<file path="src/rtl/core_pkg.sv">
// core_pkg: shared core types for the multiply unit (ops, FSM states, iteration count)
package core_pkg;
  typedef enum logic [2:0] {
    MUL_OP_MUL    = 3'd0,
    MUL_OP_MULH   = 3'd1,
    MUL_OP_MULHSU = 3'd2,
    MUL_OP_MULHU  = 3'd3
  } mul_op_e;

  typedef enum logic [1:0] {
    IDLE = 2'd0,
    CALC = 2'd1,
    FIX  = 2'd2,
    DONE = 2'd3
  } mul_state_e;

  localparam int MUL_ITER_CYCLES = 32;

  function automatic logic is_mul_op(input mul_op_e op);
    return (op == MUL_OP_MUL) || (op == MUL_OP_MULH) ||
           (op == MUL_OP_MULHSU) || (op == MUL_OP_MULHU);
  endfunction
endpackage

</file>
<file path="src/rtl/seq_multiplier.sv">
// seq_multiplier: radix-2 shift-add multiplier for MUL/MULH/MULHSU/MULHU, valid/ready responder
// Ports:
//   clk_i, rst_ni (async active-low)
//   a_i, b_i, mul_op_i, tag_i, in_valid_i -> in_ready_o : request side
//   flush_i : abort any in-flight or held operation
//   result_o, tag_o, out_valid_o <- out_ready_i : response side
//   busy_o : operation in flight or result held
module seq_multiplier
  import core_pkg::*;
#(
  parameter int TAG_W = 1
) (
  input  logic             clk_i,
  input  logic             rst_ni,
  input  logic [31:0]      a_i,
  input  logic [31:0]      b_i,
  input  mul_op_e          mul_op_i,
  input  logic [TAG_W-1:0] tag_i,
  input  logic             in_valid_i,
  output logic             in_ready_o,
  input  logic             flush_i,
  output logic [31:0]      result_o,
  output logic [TAG_W-1:0] tag_o,
  output logic             out_valid_o,
  input  logic             out_ready_i,
  output logic             busy_o
);
  localparam logic [4:0] LAST_COUNT = 5'(MUL_ITER_CYCLES - 1);

  mul_state_e       r_state;
  logic [63:0]      r_acc;
  logic [63:0]      r_mplier;
  logic [31:0]      r_mcand;
  logic [4:0]       r_count;
  logic             r_sign;
  mul_op_e          r_op;
  logic [TAG_W-1:0] r_tag;
  logic [31:0]      r_result;

  logic        w_a_neg;
  logic        w_b_neg;
  logic [31:0] w_a_mag;
  logic [31:0] w_b_mag;
  logic [63:0] w_acc_fixed;
  logic [31:0] w_sel;

  // Magnitudes of 0x80000000 come out as 0x80000000 (2^31), which is exactly right unsigned.
  always_comb begin
    w_a_neg     = ((mul_op_i == MUL_OP_MULH) || (mul_op_i == MUL_OP_MULHSU)) && a_i[31];
    w_b_neg     = (mul_op_i == MUL_OP_MULH) && b_i[31];
    w_a_mag     = w_a_neg ? (~a_i + 32'd1) : a_i;
    w_b_mag     = w_b_neg ? (~b_i + 32'd1) : b_i;
    w_acc_fixed = r_sign ? (~r_acc + 64'd1) : r_acc;
    w_sel       = !is_mul_op(r_op)    ? 32'd0 :
                  (r_op == MUL_OP_MUL) ? w_acc_fixed[31:0] : w_acc_fixed[63:32];
  end

  always_ff @(posedge clk_i or negedge rst_ni) begin
    if (!rst_ni) begin
      r_state  <= IDLE;
      r_acc    <= 64'd0;
      r_mplier <= 64'd0;
      r_mcand  <= 32'd0;
      r_count  <= 5'd0;
      r_sign   <= 1'b0;
      r_op     <= MUL_OP_MUL;
      r_tag    <= '0;
      r_result <= 32'd0;
    end else if (flush_i) begin
      r_state <= IDLE;
    end else begin
      case (r_state)
        IDLE: if (in_valid_i) begin
          r_mcand  <= w_a_mag;
          r_mplier <= {32'd0, w_b_mag};
          r_sign   <= w_a_neg ^ w_b_neg;
          r_op     <= mul_op_i;
          r_tag    <= tag_i;
          r_acc    <= 64'd0;
          r_count  <= 5'd0;
          r_state  <= CALC;
        end
        CALC: begin
          if (r_mcand[r_count]) r_acc <= r_acc + r_mplier;
          r_mplier <= r_mplier << 1;
          r_count  <= r_count + 5'd1;
          if (r_count == LAST_COUNT) r_state <= FIX;
        end
        FIX: begin
          r_result <= w_sel;
          r_state  <= DONE;
        end
        DONE: if (out_ready_i) r_state <= IDLE;
        default: r_state <= IDLE;
      endcase
    end
  end

  assign in_ready_o  = (r_state == IDLE);
  assign busy_o      = (r_state != IDLE);
  assign out_valid_o = (r_state == DONE);
  assign result_o    = r_result;
  assign tag_o       = r_tag;
endmodule
</file>
<file path="config.mk">
export PLATFORM = sky130hd
export DESIGN_NAME = seq_multiplier
export DESIGN_NICKNAME = d
export VERILOG_FILES = /design/src/rtl/core_pkg.sv /design/src/rtl/seq_multiplier.sv
export SDC_FILE = /design/constraint.sdc
export NUM_CORES = 1
export LEC_CHECK = 0
export BUFFER_PORTS_ARGS = -buffer_cell sky130_fd_sc_hd__clkbuf_2
export CORE_MARGIN = 2
export CORE_UTILIZATION = 56
export DETAILED_ROUTE_END_ITERATION = 7
export HOLD_SLACK_MARGIN = 0.08
export PLACE_DENSITY = 0.89
export RECOVER_POWER = 100
export SLEW_MARGIN = 20
export SYNTH_ARGS = -nofsm -noshare
export SYNTH_HDL_FRONTEND = slang
export SYNTH_SLANG_ARGS = --single-unit
</file>
<file path="constraint.sdc">
create_clock -name clk_i -period 3.7 [get_ports clk_i]
set_input_delay 0.74 -clock clk_i [delete_from_list [all_inputs] [get_ports clk_i]]
set_output_delay 0.74 -clock clk_i [all_outputs]
set_load 0.01 [all_outputs]
</file>
# Word level (Yosys, flattened, before mapping)
# Cells that the tools add are included.
[op_classes]
n_mux = 19
n_lt_le_gt_ge = 1
add_sub_neg = 5
n_reduce_logical = 15
eq_ne = 14
bitwise_logic = 5
[op_table]
columns = ["cell", "n"]
rows = [
  ["64-bit 2-to-1 mux", 4],
  ["64-bit one-hot mux with 2 select lines", 2],
  ["32-bit 2-to-1 mux", 4],
  ["32-bit by 1-bit adder with 32-bit output (second input constant)", 2],
  ["64-bit by 1-bit adder with 64-bit output (second input constant)", 1],
  ["64-bit adder", 1],
  ["32-bit inverter", 2],
  ["64-bit inverter", 1],
  ["5-bit one-hot mux with 2 select lines", 1],
  ["3-bit by 2-bit equality test with 1-bit output (second input constant)", 3],
  ["3-bit AND reduction", 3],
  ["2-bit 2-to-1 mux", 4],
  ["2-bit one-hot mux with 4 select lines", 1],
  ["3-bit by 1-bit equality test with 1-bit output (second input constant)", 2],
  ["5-bit by 6-bit < comparator with 1-bit output (second input constant)", 1],
  ["3-bit by 2-bit inequality test with 1-bit output (second input constant)", 2],
  ["5-bit by 1-bit adder with 5-bit output (second input constant)", 1],
  ["1-bit binary-select mux with 5-bit select", 1],
  ["5-bit equality test (second input constant)", 1],
  ["5-bit 2-to-1 mux", 1],
  ["2-bit equality test (second input constant)", 2],
  ["1-bit logical OR", 4],
  ["2-bit inequality test (second input constant)", 2],
  ["4-bit AND reduction", 1],
  ["other kinds (10)", 12],
]
[word_totals]
out_inout_bits = 36
reg_bits = 204
word_cells = 68

# Logic depth before layout (Yosys ltp)
# Gate-level depths: netlist of run 1.
[logic_depth]
depth_word = 5
depth_mapped = 14

# Least setup slack after synthesis of run 1
# No wires, ideal clock.
[synth_timing]
path_kind = "flip-flop to flip-flop"
from = "reg r_acc[12]"
to = "reg r_result[19], in the netlist result_o[19]"
required_time_ns = 3.579
arrival_ns = 3.428
setup_slack_ns = 0.151
path_stages_with_launch = 13
path_cell_list = "dfrtp_1 > or4_4 > or4b_4 > or2_4 > nor3_4 > nand4_1 > or3_4 > or3_1 > buf_6 > o31ai_4 > xor2_1 > a21oi_1 > a22o_1"
[synth_via]
elab_chain_cells = 5
[synth_rtl]
columns = ["element", "line_no", "source"]
rows = [
  ["start: declaration", "seq_multiplier.sv:31", "logic [63:0] r_acc;"],
  ["start signal: assignment", "seq_multiplier.sv:84", "if (r_mcand[r_count]) r_acc <= r_acc + r_mplier;"],
  ["64-bit inverter", "seq_multiplier.sv:53", "w_acc_fixed = r_sign ? (~r_acc + 64'd1) : r_acc;"],
  ["64-bit by 1-bit adder with 64-bit output", "seq_multiplier.sv:53", ""],
  ["64-bit 2-to-1 mux", "seq_multiplier.sv:53", ""],
  ["32-bit 2-to-1 mux", "seq_multiplier.sv:55", "(r_op == MUL_OP_MUL) ? w_acc_fixed[31:0] : w_acc_fixed[63:32];"],
  ["32-bit 2-to-1 mux", "seq_multiplier.sv:54", "w_sel = !is_mul_op(r_op) ? 32'd0 :"],
  ["end signal: assignment", "seq_multiplier.sv:90", "r_result <= w_sel;"],
  ["end: declaration", "seq_multiplier.sv:38", "logic [31:0] r_result;"],
]
# No other way between the ends.
# A chain may end at the register's enable or synchronous reset.

# Worst setup path in the final report of run 1
[layout_timing]
from = "reg r_acc[12]"
to = "reg r_result[31], in the netlist result_o[31]"
# The elaborated chain is that of the path after synthesis.

==> impl_summary.log, run 1 <==
INFO  metric worst_clock_skew = between 0.01 and 0.015 ns
INFO  metric seq_power_share = 29.5%
INFO  metric crit_path_max_incr_delay = ~0.53 ns
INFO  metric fin_hold_ws = 0.4699 ns
INFO  metric remaining_drc_errors = 0
INFO  metric dpl_wire_length = 29450 um
INFO  metric grt_setup_unrepaired = yes
INFO  metric tritoncts.num_buffers = 23
INFO  metric cp.required = between 4 and 5 ns
INFO  metric ir_drop = ~0.0005 V
INFO  metric worst_path_arrival = a little under 4 ns
INFO  metric gr-usage-all-layers = between 20% and 30%
INFO  metric floorplan.core_area = 25040 um2
INFO  metric final.fill_count = ~2100
INFO  metric cap_viol_max_count = 1
INFO  metric switching_power_as_a_share_of_total_power = around 44%
INFO  metric grt_antenna_before_repair = 1
INFO  metric first_global_vias = about 12000
INFO  metric syn-num-nets = ~1800
INFO  metric hp-class = in2reg
INFO  metric setup_tns = 0 ns
INFO  metric grt.met1_usage = approximately two fifths
INFO  metric netlist-cell-type-count = between 60 and 70
INFO  metric worst_pin_slew = ~2.2 ns
INFO  metric routabilityCongestion = between 0.9 and 1
INFO  metric achievable-frequency = around 280 MHz
INFO  metric synth-warning-count = 0
INFO  metric crit_chain = or4_4, or4b_4, or2_4, nor3_4, nand4_1, or3_4, or3_4, buf_4, o31ai_2, xnor2_1, o221ai_1
INFO  metric synthTopCellsByCount = nand2_1, dfrtp_1, o21ai_0
INFO  metric synth_enable_flop_cells = 0
INFO  metric drv_slew = 84
INFO  metric worst-setup-path-type = reg2reg
INFO  metric result_of_the_run = finished with violations
INFO  metric tritoncts_clock_tree = done
INFO  metric worstSkewPairLatency = 0.51 ns
INFO  metric yosysTopAreaCell = dfrtp_1
INFO  metric floorplan.initialDensity = a little under three fifths
INFO  metric path_buf_inv = 1
INFO  metric n_antenna_cell = 0
INFO  metric power_report.internal_total = 6.500 mW
INFO  metric synth-seq-area-share = a little over a third
INFO  metric ctsHtreeMaxLevel = 1
INFO  metric grt_first_pass_wirelength = about 63000 um
INFO  metric worst_setup_path_end_kind = register
INFO  metric leakage = 7.398 nW
INFO  metric detailedRoute.firstIterationViolations = ~1200
INFO  metric power.clock.fraction = around 18%
INFO  metric cts_hold_buffers = 0
INFO  metric ys_seq_elements = a little over 200
INFO  metric gr-usage-met3 = under 10%
INFO  metric portBuffers = between 100 and 150
INFO  metric syn2layout_area_growth = 12.83%
INFO  metric clock_tree.root_cell = clkbuf_16
INFO  metric post-route-worst-setup-slack = around 0.10 ns
INFO  metric design.die.area = 26640 um2
INFO  metric num-nets-final = 1961
INFO  metric path_common_cell = or3_4
INFO  metric ys_dominant_reg_cell = dfrtp_1
INFO  metric asyncSetResetFlopFracSynth = 100.0%
INFO  metric pin_count = roughly 110
INFO  metric post-synth-top-area-fraction = 35.96%
INFO  metric die_height = ~160 um
INFO  metric failed_checks = max-capacitance violations, max-slew violations
INFO  metric power_frac_comb = a little over half
INFO  metric fp-row-count = between 50 and 60
INFO  metric final.period_utilization = just under 100%
INFO  metric synth.area.top_cells = dfrtp_1, nand2_1, o21ai_0, xor2_1, ha_1
INFO  metric synthMostInstantiatedCell = nand2_1
INFO  metric max-slew-margin-rel = -47.15%
INFO  metric p_sw = roughly 5.2 mW
INFO  metric tritoncts_num_sinks = 204
INFO  metric netlist_area = between 10000 and 15000 um2
INFO  metric post_synth.cell_area_avg = roughly 8.3 um2
INFO  metric type_of_element_launching_the_critical_path = register
INFO  metric grtUsageMet2 = approximately 47%
INFO  metric wire_per_inst = 18.11 um
INFO  metric critical-path-slowest-cell = or4_4
INFO  metric drt_pass1_iterations = 5
INFO  metric period_needed = around 3.6 ns
INFO  metric cts_buffer_depth = 3
INFO  metric preCtsSetupSlack = -0.07766 ns
INFO  metric drive_gt1_share = ~11%
INFO  metric grt_max_degree = 85
INFO  metric globalRoute.totalOverflow = 0
INFO  metric antenna_left = 0
INFO  metric netlist_instances = ~1700
INFO  metric power_density = roughly 730 nW/um2
INFO  metric cts.clk_slew.worst_paths = roughly 0.060 ns
INFO  metric drt_total_wl = 39120 um
INFO  metric setup_viol = 0
INFO  metric num_vias = between 10000 and 15000
INFO  metric path_max_fanout = 8
INFO  metric busiest_layer_in_global_routing = met2
INFO  metric fp.dieW = 163.2 um
INFO  metric critical-path-top-delay-family = simple AND/OR/NAND/NOR gates
INFO  metric vias_per_cell = around 6
INFO  metric hold_violations = 0
-- cell usage in the layout, fill, tap and decap left out, types with 28 or more instances in the layout --
cell type / n
a21o_1: 29
a21oi_1: 128
buf_4: 55
clkbuf_1: 44
clkbuf_2: 77
dfrtp_1: 203
ha_1: 72
inv_1: 31
nand2_1: 309
nand3_1: 59
nor2_1: 90
nor3_1: 28
o21ai_0: 194
o31ai_1: 30
xnor2_1: 72
xor2_1: 104
-- path summary, 6_finish.rpt --
| kind | to | cells past startpoint | from | slack, ns |
|---|---|---|---|---|
| worst min-delay path | r_state[1]$_DFFE_PN0P_ | 2 | flush_i | 0.47 |
| worst max register to register | result_o[31]$_DFFE_PN0P_ | 11 | r_acc[12]$_DFFE_PN0P_ | 0.10 |
| min in group asynchronous | result_o[8]$_DFFE_PN0P_ | 1 | rst_ni | 0.88 |
| max in group asynchronous | r_acc[29]$_DFFE_PN0P_ | 2 | rst_ni | 0.89 |
| worst min register to register | result_o[24]$_DFFE_PN0P_ | 1 | result_o[24]$_DFFE_PN0P_ | 0.48 |
| worst max-delay path | result_o[31]$_DFFE_PN0P_ | 11 | r_acc[12]$_DFFE_PN0P_ | 0.10 |
-- power groups by stage --
stage / clock [mW] / combinational [mW] / sequential [mW]
floorplan: 0 / 4.11 / 3.24
global placement: 0 / 5.51 / 3.40
global route: 2.23 / 6.73 / 3.52
detailed placement: 0 / 5.69 / 3.46
CTS: 2.13 / 5.77 / 3.43
finish: 2.11 / 6.14 / 3.46
-- logic make-up after synthesis --
group | count (synthesis) | share of synthesized area [%]
XOR/XNOR | 176 | 10.86
flip-flops | 204 | 35.96
multiplexers | 17 | 2.115
buffers and inverters | 115 | 3.120
AO/OA/AOI/OAI | 525 | 22.82
AND/OR/NAND/NOR | 591 | 18.65
adder cells (fa/ha/maj) | 73 | 6.486
-- layout make-up --
type	instances	area (um2)	area share [%]
clock inverters	9	56.30	0.3515
clock buffers	31	625.6	3.905
well taps	330	412.9	2.578
repair buffers	173	1001	6.249
flip-flops and latches	204	5109	31.89
inverters	31	116.4	0.7264
multi-input cells	1382	8698	54.30
-- registers in the layout (all words and copies together) (netlist names) --
register / cells
r_op: 3
r_mcand: 32
r_acc: 64
r_state: 2
r_mplier: 64
r_count: 5
r_sign: 1
result_o: 32
tag_o: 1
-- routing by layer --
layer / wire length (um) / part of all wire (%)
met1: 17060 / 44
met2: 17960 / 46
met3: 2864 / 7.3
met4: 1223 / 3.1
met5: 12 / 0.031
-- through the flow --
stage | std cells | power (mW) | utilization, % | cell area [um2]
floorplan | 1701 | 7.349 | - | 14200
global placement | 2114 | 8.917 | 61.34 | 15360
detailed placement | 2114 | 9.151 | 61.34 | 15360
CTS | 2154 | 11.33 | 64.11 | 16050
global route | 2160 | 12.49 | 63.98 | 16020
finish | 2160 | 11.71 | 63.98 | 16020
-- timing repair --
item / 4_1_cts / 5_1_grt
buffers inserted: 0 / 6
endpoints found under the setup margin: 3 / 17
resized for setup: 2 / 7
No activity file was read; power rests on OpenSTA's default activity.
==> inputs of run 2 (changes only) <==
Settings changed: CELL_PAD_IN_SITES_DETAIL_PLACEMENT set to 1, CELL_PAD_IN_SITES_GLOBAL_PLACEMENT set to 2, CORE_UTILIZATION 56 to 34.
==> run 2 against run 1 <==
Utilization shrank 24 points. First-iteration DRC count shrank 26%. Register-to-register slack gained 0.04 ns. Clock skew grew 0.0042 ns. Clock power grew 15%. Largest cell class unchanged. Non-clock buffer count grew 17. The run still ends with max-capacitance violations, max-slew violations left. Die area grew 63%. Wire length grew 17%. Fmax grew 1.2%.
==> impl_summary.log, run 2 (synthesis results as in run 1) <==
INFO  metric ir_drop = 0.0004053 V
INFO  metric clock_tree.root_cell = clkbuf_16
INFO  metric globalRoute.totalOverflow = 0
INFO  metric drive_gt1_share = between 10% and 20%
INFO  metric dpl_wire_length = approximately 35000 um
INFO  metric ctsHtreeMaxLevel = 1
INFO  metric grt_first_pass_wirelength = between 70000 and 80000 um
INFO  metric gr-usage-all-layers = 20.98%
INFO  metric fp-row-count = 74
INFO  metric hold_violations = 0
INFO  metric cap_viol_max_count = 1
INFO  metric tritoncts_clock_tree = done
INFO  metric cp.required = 4.14 ns
INFO  metric floorplan.initialDensity = 34.61%
INFO  metric portBuffers = between 100 and 150
INFO  metric type_of_element_launching_the_critical_path = register
INFO  metric rr_startpoint = r_acc[12]$_DFFE_PN0P_
INFO  metric floorplan.core_area = 41020 um2
INFO  metric worst_path_arrival = 4.00 ns
INFO  metric worstSkewPairLatency = about 0.55 ns
INFO  metric achievable-frequency = about 280 MHz
INFO  metric remaining_drc_errors = 0
INFO  metric power.clock.fraction = between 20% and 30%
INFO  metric largest_registers = r_acc: 64 flops, r_mplier: 64 flops
INFO  metric critical_path_source = r_acc[12]$_DFFE_PN0P_
INFO  metric post-cts-setup-buffer-count = 0
INFO  metric cts.clk_slew.worst_paths = about 0.070 ns
INFO  metric wire_per_inst = 19.18 um
INFO  metric final.fill_count = 4931
INFO  metric postPlaceCellArea = around 16000 um2
INFO  metric result_of_the_run = finished with violations
INFO  metric design_area = roughly 16000 um2
INFO  metric drv_slew = about 110
INFO  metric max-slew-margin-rel = -100.4%
INFO  metric vias_per_cell = 5.480
INFO  metric period_needed = 3.556 ns
INFO  metric worst_clock_skew = 0.01659 ns
INFO  metric drt_total_wl = 45690 um
INFO  metric tritoncts_num_sinks = 204
INFO  metric first_global_vias = between 10000 and 15000
INFO  metric num_vias = about 13000
INFO  metric leakage = between 7 and 8 nW
INFO  metric pin_count = approximately 110
INFO  metric drt_pass1_iterations = 5
INFO  metric seq_power_share = about 29%
INFO  metric power_frac_comb = 50.8%
INFO  metric die_height = 208.3 um
INFO  metric worst_setup_path_end_kind = register
INFO  metric layout_commonest_cell = nand2_1
INFO  metric detailedRoute.firstIterationViolations = 850
INFO  metric finalCoreUtilization = between 40% and 50%
INFO  metric fin_hold_ws = approximately 0.43 ns
INFO  metric worst-setup-path-type = reg2reg
INFO  metric power_density = between 700 and 800 nW/um2
INFO  metric routabilityCongestion = 0.8777
INFO  metric design.die.area = 43410 um2
INFO  metric cts_buffer_depth = 3
INFO  metric hold_path_startpoint = tag_i
INFO  metric worst_pin_slew = 3.006 ns
INFO  metric setup_viol = 0
INFO  metric layout_common_cells = nand2_1, dfrtp_1, o21ai_0
INFO  metric grt_antenna_before_repair = 1
INFO  metric power_report.internal_total = approximately 6.5 mW
INFO  metric final.period_utilization = 96.10%
INFO  metric total_power = approximately 12 mW
INFO  metric fp.dieW = between 200 and 250 um
INFO  metric hp-class = in2reg
INFO  metric syn2layout_area_growth = 16.14%
INFO  metric switching_power_as_a_share_of_total_power = about 45%
INFO  metric tritoncts.num_buffers = 25
INFO  metric grt_max_degree = approximately 110
INFO  metric antenna_left = 0
INFO  metric failed_checks = max-capacitance violations, max-slew violations
INFO  metric num-nets-final = 1980
INFO  metric p_sw = approximately 5.3 mW
INFO  metric path_max_fanout = 8
run 2: cell count changes in the layout (fill, tap and decap cells not counted), moves of 2 or more:
cell       delta
buf_4         +9
clkbuf_16     +2
ha_2          +2
clkbuf_4      +2
ha_1          -3
clkbuf_1      +5
clkinv_2      -3
bufinv_16     +2
diode_2       +2
run 2: power groups by stage:
stage	combinational [mW]	clock [mW]	sequential [mW]
floorplan	4.11	0	3.24
global placement	5.80	0	3.37
detailed placement	5.97	0	3.42
CTS	6.00	2.51	3.38
global route	6.64	2.58	3.47
finish	6.00	2.43	3.39
run 2: metal layers:
layer,up-vias,wire [um],global-route usage (%)
met5,-,0,0
met4,0,758,4.589
met2,220,21130,35.36
li1,6365,-,-
met1,6429,21990,28.85
met3,39,1804,2.506
run 2: critical path, cell delays in order, from the launching register on:
cell and delay [ns]:
dfrtp_1 0.38, or4_4 0.54, or4b_4 0.51, or2_4 0.29, nor3_4 0.13, nand4_1 0.14, or3_4 0.36, or3_4 0.41
o21ai_1 0.18, xor2_1 0.17, nand2_1 0.07, a32o_1 0.27
run 2: cell type report:
class / count / area (um2) / share of cell area [%]
well taps: 532 / 665.6 / 4.037
repair buffers: 190 / 1092 / 6.625
inverters: 31 / 116.4 / 0.7057
diodes: 2 / 5.005 / 0.03035
flip-flops and latches: 204 / 5106 / 30.97
clock buffers: 34 / 689.4 / 4.181
multi-input cells: 1382 / 8720 / 52.88
clock inverters: 7 / 93.84 / 0.5691
run 2: worst paths after layout:
kind | end | slack [ns] | cells past startpoint
worst min-delay path | tag_o$_DFFE_PN0P_ | 0.43 | 2
max in group asynchronous | r_count[3]$_DFFE_PN0P_ | 0.73 | 2
worst min register to register | result_o[26]$_DFFE_PN0P_ | 0.48 | 1
worst max register to register | result_o[29]$_DFFE_PN0P_ | 0.14 | 11
worst max-delay path | result_o[29]$_DFFE_PN0P_ | 0.14 | 11
min in group asynchronous | result_o[13]$_DFFE_PN0P_ | 1.14 | 1
run 2: per-stage QoR:
step | cells | TNS, ns | worst slack, ns
floorplan | 1701 | 0 | 0.1507
global placement | 2339 | 0 | 0.03750
detailed placement | 2339 | 0 | 0.004613
global route | 2381 | -0.01353 | -0.01353
CTS | 2380 | 0 | 0.002973
finish | 2382 | 0 | 0.1442
run 2: what timing repair did:
| item | in CTS | in global routing |
|---|---|---|
| hold endpoints to repair | 0 | 0 |
| resized for setup | 0 | 10 |
| setup endpoints to repair | 0 | 23 |
| hold buffers | 0 | 0 |
==> inputs of run 3 (changes only) <==
Settings changed: CORE_ASPECT_RATIO set to 0.75, CTS_CLUSTER_DIAMETER set to 80.
==> run 3 against run 2 <==
The run still ends with max-capacitance violations, max-slew violations left. Cell count up 0.97%. Clock-buffer cell count down 6. Clock skew down 0.0052 ns. Hold slack better by 0.0030 ns. Fmax down 1.1%. Global-route usage up 0.99 points. Wire length up 3.6%. Sequential share of layout area down 0.20 points. Clock power up 13%. Critical path type unchanged. Die area about the same. First-iteration DRC count up 11%.
==> impl_summary.log, run 3 (synthesis results as in run 1) <==
INFO  metric result_of_the_run = finished with violations
INFO  metric failed_checks = max-capacitance violations, max-slew violations
INFO  metric worstSkewPairLatency = 0.55 ns
INFO  metric grt.met1_usage = between 30% and 40%
INFO  metric grt_setup_unrepaired = yes
INFO  metric wire_per_inst = between 15 and 20 um
INFO  metric hold_violations = 0
INFO  metric ctsHtreeMaxLevel = 1
INFO  metric postPlaceCellArea = 15740 um2
INFO  metric post-route-worst-setup-slack = 0.1060 ns
INFO  metric design.die.area = 43420 um2
INFO  metric drt_total_wl = between 40000 and 50000 um
INFO  metric fin_hold_ws = between 0.4 and 0.5 ns
INFO  metric vias_per_cell = 5.510
INFO  metric grt_max_degree = a little under 100
INFO  metric gr-usage-all-layers = a little over a fifth
INFO  metric worst_setup_path_end_kind = register
INFO  metric cp.required = between 4 and 5 ns
INFO  metric grt_first_pass_wirelength = about 77000 um
INFO  metric first_global_vias = ~14000
INFO  metric remaining_drc_errors = 0
INFO  metric max-slew-margin-rel = -26.57%
INFO  metric tritoncts_clock_tree = done
INFO  metric setup_tns = 0 ns
INFO  metric finalCoreUtilization = between 40% and 50%
INFO  metric gr-usage-met3 = roughly 3.3%
INFO  metric num-nets-final = slightly below 2000
INFO  metric floorplan.initialDensity = between 30 and 40%
INFO  metric hold_path_startpoint = tag_i
INFO  metric fp.dieW = ~240 um
INFO  metric fp-row-count = between 60 and 70
INFO  metric grtUsageMet2 = 33.48%
INFO  metric path_max_fanout = 8
INFO  metric cts_buffer_depth = 3
INFO  metric clock_tree.root_cell = clkbuf_16
INFO  metric syn2layout_area_growth = 16.88%
INFO  metric portBuffers = about 110
INFO  metric design_area = about 17000 um2
INFO  metric cts.clk_slew.worst_paths = approximately 0.060 ns
INFO  metric drive_gt1_share = 12.58%
INFO  metric layout_commonest_cell = nand2_1
INFO  metric num_vias = 13250
INFO  metric hp-class = in2reg
INFO  metric globalRoute.totalOverflow = 0
INFO  metric largest_registers = r_acc: 64 flops, r_mplier: 64 flops
INFO  metric routabilityCongestion = between 0.9 and 1
INFO  metric achievable-frequency = 278.2 MHz
INFO  metric worst_path_arrival = 4.02 ns
INFO  metric dpl_wire_length = approximately 37000 um
INFO  metric drv_slew = roughly 230
INFO  metric stdcell_count = about 2400
INFO  metric drt_pass1_iterations = 7
INFO  metric pin_count = approximately 110
INFO  metric layout_common_cells = nand2_1, dfrtp_1, o21ai_0
INFO  metric final.period_utilization = 97.14%
INFO  metric cap_viol_max_count = 3
INFO  metric worst_clock_skew = between 0.01 and 0.015 ns
INFO  metric critical_path_source = r_acc[12]$_DFFE_PN0P_
INFO  metric grt_antenna_before_repair = 0
INFO  metric tritoncts_num_sinks = just over 200
INFO  metric die_height = around 180 um
INFO  metric n_antenna_cell = 0
INFO  metric rr_startpoint = r_acc[12]$_DFFE_PN0P_
INFO  metric detailedRoute.firstIterationViolations = between 900 and 1000
INFO  metric type_of_element_launching_the_critical_path = register
INFO  metric busiest_layer_in_global_routing = met2
INFO  metric power_density = roughly 750 nW/um2
INFO  metric tritoncts.num_buffers = 25
INFO  metric leakage = 7.540 nW
INFO  metric total_power = about 12 mW
INFO  metric period_needed = between 3 and 4 ns
INFO  metric worst-setup-path-type = reg2reg
INFO  metric cell_count_after_placement = 2356
INFO  metric preCtsSetupSlack = -0.04839 ns
INFO  metric floorplan.core_area = around 40000 um2
INFO  metric antenna_left = 0
INFO  metric worst_pin_slew = 1.899 ns
INFO  metric ir_drop = approximately 0.00053 V
INFO  metric setup_viol = 0
==> run 3: where the power goes <==
part / switching (mW) / internal (mW) / leakage, nW
logic: 3.88 / 2.40 / 4.36
registers: 0.606 / 2.80 / 2.74
clock network: 1.09 / 1.66 / 0.441
==> run 3: repair_timing <==
item,in CTS,in global routing
resized for setup,1,9
buffers inserted,0,3
pin swaps,0,6
hold buffers,0,0
endpoints found under the setup margin,4,16
==> run 3: layout make-up <==
class | count | area [um2]
fill | 4938 | 24410
multi-input combinational | 1382 | 8705
sequential | 204 | 5106
timing repair buffer | 181 | 1042
tap | 561 | 701.9
clock buffer | 28 | 666.9
clock inverter | 18 | 255.2
inverter | 31 | 116.4
==> run 3: per-layer routing <==
| metal | vias to the layer above | share of wire [%] |
|---|---|---|
| met4 | 0 | 1.3 |
| met3 | 44 | 5.7 |
| met2 | 324 | 43 |
| li1 | 6359 | - |
| met1 | 6524 | 50 |
| met5 | - | 0 |
==> run 3: worst paths after layout <==
kind | end | slack (ns) | depth (start not counted)
worst min-delay path | tag_o$_DFFE_PN0P_ | 0.44 | 2
max in group asynchronous | r_sign$_DFFE_PN0P_ | 0.62 | 2
worst max register to register | result_o[29]$_DFFE_PN0P_ | 0.11 | 11
min in group asynchronous | result_o[4]$_DFFE_PN0P_ | 0.60 | 1
worst min register to register | r_mcand[6]$_DFFE_PN0P_ | 0.48 | 2
worst max-delay path | result_o[29]$_DFFE_PN0P_ | 0.11 | 11
==> run 3: critical path, cell delays in order, from the launching register on <==
cell,delay (ns)
dfrtp_1,0.38
or4_4,0.54
or4b_4,0.52
or2_4,0.28
nor3_4,0.12
nand4_1,0.16
or3_4,0.38
or3_4,0.42
o21ai_2,0.15
xor2_1,0.20
nand2_1,0.07
a32o_1,0.27
